[src/rtl/rf_write_arbiter.sv]
// Two-requester write-port arbiter for the 24-bit x 16 register file.
// Optional read bypass enabled by defining RF_WRITE_BYPASS_EN.
module rf_write_arbiter #(
   parameter int STARVE_LIMIT     = 3,
   parameter bit ZERO_REG_PROTECT = 1'b1
) (
   input  logic        Clock,
   input  logic        ResetN,
   input  logic        AValid,
   output logic        AReady,
   input  logic [3:0]  ARD,
   input  logic [23:0] AData,
   input  logic        BValid,
   output logic        BReady,
   input  logic [3:0]  BRD,
   input  logic [23:0] BData,
   output logic [3:0]  RD,
   output logic [23:0] WriteData,
   output logic        RegWrite,
   output logic        GrantB
`ifdef RF_WRITE_BYPASS_EN
   ,
   input  logic [3:0]  RS,
   input  logic [3:0]  RT,
   input  logic [23:0] RFReadRS,
   input  logic [23:0] RFReadRT,
   output logic [23:0] FwdRS,
   output logic [23:0] FwdRT
`endif
);

   typedef enum logic {
      PRI_A,
      PRI_B
   } state_t;

   localparam logic [3:0] LIMIT = 4'(STARVE_LIMIT);

   state_t     state;
   state_t     stateNext;
   logic [3:0] starveCnt;
   logic [3:0] cntNext;
   logic       aXfer;
   logic       bXfer;

   always_comb begin
      AReady = 1'b0;
      BReady = 1'b0;
      if (ResetN) begin
         unique case (state)
            PRI_A: begin
               AReady = AValid;
               BReady = BValid && !AValid;
            end
            PRI_B: begin
               BReady = BValid;
            end
            default: ;
         endcase
      end
   end

   assign aXfer = AValid && AReady;
   assign bXfer = BValid && BReady;

   // Counter only builds while B is waiting and refused.
   always_comb begin
      stateNext = state;
      cntNext   = starveCnt;
      unique case (state)
         PRI_A: begin
            if (bXfer || !BValid) begin
               cntNext = 4'd0;
            end else begin
               cntNext = (starveCnt >= LIMIT) ? LIMIT
                                              : starveCnt + 4'd1;
               if (cntNext == LIMIT) stateNext = PRI_B;
            end
         end
         PRI_B: begin
            if (bXfer || !BValid) begin
               stateNext = PRI_A;
               cntNext   = 4'd0;
            end
         end
         default: ;
      endcase
   end

   always_ff @(posedge Clock) begin
      if (!ResetN) begin
         state     <= PRI_A;
         starveCnt <= 4'd0;
         RD        <= 4'd0;
         WriteData <= 24'd0;
         RegWrite  <= 1'b0;
         GrantB    <= 1'b0;
      end else begin
         state     <= stateNext;
         starveCnt <= cntNext;
         RegWrite  <= 1'b0;
         GrantB    <= 1'b0;
         if (aXfer) begin
            RD        <= ARD;
            WriteData <= AData;
            RegWrite  <= !(ZERO_REG_PROTECT && ARD == 4'd0);
         end else if (bXfer) begin
            RD        <= BRD;
            WriteData <= BData;
            RegWrite  <= !(ZERO_REG_PROTECT && BRD == 4'd0);
            GrantB    <= 1'b1;
         end
      end
   end

`ifdef RF_WRITE_BYPASS_EN
   // Covers the read-during-write cycle before the file has the value.
   assign FwdRS = (RegWrite && RD == RS &&
                   !(ZERO_REG_PROTECT && RS == 4'd0)) ? WriteData
                                                      : RFReadRS;
   assign FwdRT = (RegWrite && RD == RT &&
                   !(ZERO_REG_PROTECT && RT == 4'd0)) ? WriteData
                                                      : RFReadRT;
`endif

endmodule
[config.mk]
export PLATFORM = sky130hd
export DESIGN_NAME = rf_write_arbiter
export DESIGN_NICKNAME = d
export VERILOG_FILES = /design/src/rtl/rf_write_arbiter.sv
export SDC_FILE = /design/constraint.sdc
export NUM_CORES = 1
export LEC_CHECK = 0
export CORE_MARGIN = 2
export CORE_UTILIZATION = 40
export CTS_BUF_LIST = sky130_fd_sc_hd__clkbuf_8
export DETAILED_ROUTE_END_ITERATION = 10
export MAX_ROUTING_LAYER = met4
export PLACE_DENSITY_LB_ADDON = 0.08
export SYNTH_ARGS = -nofsm -noshare
export SYNTH_HDL_FRONTEND = slang
export SYNTH_SLANG_ARGS = --single-unit
[constraint.sdc]
create_clock -name Clock -period 1.35 [get_ports Clock]
set_clock_uncertainty 0.05 [all_clocks]
set_input_delay 0.135 -clock Clock [delete_from_list [all_inputs] [get_ports Clock]]
set_output_delay 0.135 -clock Clock [all_outputs]
set_load 0.1 [all_outputs]
Word level (Yosys, flattened, before mapping)
Cells that the tools add are included.

storage, ports and cells
  bits of input ports = 60
  memory bits (read-only) = 0
  word-level logic and storage cells = 43
  memory bits (writable) = 0
  memories = 0
  register bits after elaboration = 35
  latch bits = 0

operators by class
  multiply operators = 0
  shift-type cells = 0
  bitwise operators = 2
  $lt $le $gt $ge = 1
  reductions and logical operators = 12
  multiplexer cells = 19
  eq/ne operators = 2
  add/sub/neg operators = 1
  divide/modulo/power cells = 0

operators by type and width
  kind                 count
  $mux 24              2
  $mux 4               5
  $mux 1               9
  $logic_not 4->1      2
  $pmux 4 s2           1
  $add 4x1->4 const B  1
  $eq 4x2->1 const B   1
  $ge 4x2->1 const B   1
  $logic_not 1->1      4
  $pmux 1 s2           2
  $logic_and 1x1->1    3
  $ne 2x1->1 const B   1
  $not 1->1            2
  $reduce_bool 2->1    1
  $reduce_or 2->1      1
  $logic_or 1x1->1     1

Depth between registers and ports, before layout
  word-level depth = 8
  mapped depth = 4

Worst setup path before layout
Ideal clock, no wire load.

  kind = input -> output
  from = in BValid
  to = out BReady
  required time = 1.165 ns
  stages = 4
  data arrival time = 1.755 ns
  path buffers = 2
  slack = -0.590 ns
  path through = buf_4 -> buf_6 -> nand2_1 -> nor2_1

between the ends
  longest elaborated chain between the ends = 3

RTL lines
  what                RTL line  RTL
  start: declaration  13        input logic BValid,
  $logic_and 1x1->1   53        BReady = BValid && !AValid;
  $pmux 1 s2 (*)      50        unique case (state)
  $mux 1 (*)          49        if (ResetN) begin
  end: declaration    14        output logic BReady,

Mark *: on every way between the ends. The rest lies on a longest branch, timed or not.

Final worst setup path
  from = in ResetN
  to = out AReady

between the ends
  longest elaborated chain between the ends = 1

RTL lines
  what                RTL line  RTL
  start: declaration  8         input logic ResetN,
  $mux 1              49
  end: declaration    10        output logic AReady,

No other way between the ends.

==> impl_metrics.yaml <==
logic_synthesis:
  ys_seq_elements: 35
  syn_inst: 154
  ys.flop_type: "dfxtp_1"
  yosysWarnings: 0
  post_synth_num_cell_types: 24
  synth_edf_count: 0
  seq_area_frac_synth_pct: 40.1
  syn_area_um2: 1750
  async_flop_share_pct: 0
  avgSynthCellArea_um2: 11.3
global_routing:
  grt_pass1_vias: 1675
  overflow: 0
  antenna_found_initial: 0
  grt_max_degree: 18
  grt_pass1_wl_um: 7920
  grtUsageTotal_pct: 21.0
critical_path:
  crit_arrival_ns: 1.15
  crit_type: "in -> out"
  rrSetupSlack_ns: 0.20
  worstPathMaxFanout: 4
  r2r_end: "RegWrite"
  startpoint_type: "primary input"
  endpoint_kind: "output port"
  reg2regPathDepth: 5
  cp.required_ns: 1.16
  r2r-start: "state"
timing:
  layout_min_cycle_time_ns: 1.33
  fmax_ghz: 0.750
  rsz0062_at_grt: "true"
  setup_viol_count_final: 0
  hold_violations: 0
  finalCritPeriodShare_pct: 98.8
  slew_viol_final: 0
  whs_ns: 0.183
routing:
  first_pass_iters: 4
  drc: 0
  via_per_inst: 5.16
  drt_wl_total_um: 4720
  avgRoutedWirePerCell_um: 15.4
  antenna_left: 0
  dr.first_iter.drc_count: 65
  routed-via-count: 1579
finish:
  fillers: 290
  utilization_pct: 74.9
  layout.nets: 314
  final_layout_size_suffix_gt1_share_pct: 43.3
  seq_area_um2: 737
  area_delta_synth_final_pct: 83.1
  final_area_um2: 3200
  antenna_cells: 0
  multiInputGateArea_um2: 928
power_and_ir_drop:
  p_switching_w: 0.00122
  p_total_w: 0.00340
  clkPwrFrac_pct: 23.9
  p_comb_share_pct: 40.5
  power_density_nw_per_um2: 1060
  p_sw_share_pct: 36.0
  pwr-share-seq_pct: 35.6
  total_leakage_power_nw: 1.26
  p_int_w: 0.00218
  vdd.ir_drop.worst_mv: 0.858
floorplanning:
  initial_core_util_pct: 40.9
  dieArea_um2: 4910
  io_pins: 92
  die_h_um: 70.1
  rows: 24
  die_w_um: 70.1
  core_um2: 4260
placed_design:
  place.gp.congestion: 0.804
  io_buffers: 91
  placed_cell_area_um2: 3080
  post-dp-hpwl_um: 3640
min_path:
  hold_class: "in -> reg"
  worstHoldPathCells: 3
  worstHoldStart: "BValid"
  hold_end: "GrantB"
clocking:
  clk_path_buf_depth: 2
  tritoncts: "yes"
  clk_pin_slew_ns: 0.07
  cts.sinks: 35
  clock-root-buffer: "clkbuf_8"
  hold_buffers: 0
  htree_levels: 2
  cts_made_buffers: 5
  clock_latency_ns: 0.27
status:
  status: "completed"
flow_run:
  max_cap_viol_count: 0
[logic make-up (layout without fill, tap and decap cells)]
logic type	after synthesis	after routing	synth area share, %
AND/OR/NAND/NOR	39	39	15.7
adder cells (fa/ha/maj)	1	1	0.717
buffers and inverters	18	117	7.60
flip-flops	35	35	40.1
multiplexers	28	28	16.1
AO/OA/AOI/OAI	32	32	19.6
other	1	2	0.215
[critical path: stages]
cell             delay (ns)
clkdlybuf4s50_1        0.55
nand3b_1               0.17
clkinvlp_4             0.12
buf_12                 0.17
[sequential cells by signal, summed over array words and instances (netlist names)]
signal	count
WriteData	24
RegWrite	1
state	1
starveCnt	4
GrantB	1
RD	4
[metrics by stage]
step / setup WS, ns / TNS [ns] / cells
after floorplan: 0.0126 / 0 / 155
after global placement: -0.128 / -3.08 / 296
after detailed placement: -0.199 / -4.43 / 296
after CTS: 0.00243 / 0 / 305
after global routing: -0.0285 / -0.0285 / 306
final: 0.0159 / 0 / 306
[cells in the mapped netlist (2+ instances only)]
master | instances | area share (%)
a211oi_1 | 8 | 3.4
a211oi_2 | 20 | 14
a21oi_1 | 3 | 0.86
buf_2 | 6 | 1.7
buf_6 | 5 | 3.2
clkbuf_1 | 2 | 0.43
dfxtp_1 | 35 | 40
inv_1 | 2 | 0.43
mux2i_1 | 28 | 16
nand2b_1 | 2 | 0.72
nor2_1 | 2 | 0.43
nor3b_1 | 28 | 12
nor4_1 | 2 | 0.72
[power groups by stage]
stage / clock (W) / sequential (W) / combinational (W)
after CTS: 0.000835 / 0.00121 / 0.00138
after detailed placement: 0 / 0.00123 / 0.00138
after global placement: 0 / 0.00123 / 0.00136
final: 0.000812 / 0.00121 / 0.00138
after floorplan: 0 / 0.00172 / 0.000305
after global routing: 0.000883 / 0.00122 / 0.00143
[worst max-delay path by stage]
| stage | start | to |
|---|---|---|
| floorplan | state | AReady |
| global placement | AValid | WriteData[22] |
| detailed placement | AValid | WriteData[17] |
| CTS | ResetN | BReady |
| global route | ResetN | AReady |
| finish | ResetN | AReady |
[repair_timing]
item,4_1_cts,5_1_grt
endpoints found under the hold margin,0,0
gates resized for setup,3,1
setup buffers,1,1
cloned,0,0
endpoints found under the setup margin,2,2
[area by class of cell]
cell class	instances	share of cell area (%)
clock buffer	7	3.01
clock inverter	1	0.117
inverter	3	0.470
multi-input combinational	102	29.1
sequential	35	23.1
tap	52	2.04
timing repair buffer	106	42.2
[metal layers]
layer | global-route usage [%] | up-vias | wire (µm)
met5 | - | - | 0
met4 | 9.83 | 0 | 78
met3 | 4.33 | 6 | 274
met2 | 36.2 | 57 | 2500
met1 | 23.2 | 745 | 1870
li1 | - | 771 | -
[layout by cell type, fill, tap and decap left out, types with 2 or more instances in the layout]
| cell | n |
|---|---|
| inv_1 | 2 |
| nor4_1 | 2 |
| nor3b_1 | 28 |
| clkbuf_8 | 7 |
| buf_4 | 14 |
| buf_12 | 33 |
| conb_1 | 2 |
| dfxtp_1 | 6 |
| clkdlybuf4s50_1 | 57 |
| nand2b_1 | 2 |
| mux2i_1 | 28 |
| a21oi_1 | 3 |
| a211oi_1 | 8 |
| dfxtp_2 | 29 |
| a211oi_2 | 20 |
Note: power is estimated with default switching activity, not from simulation.
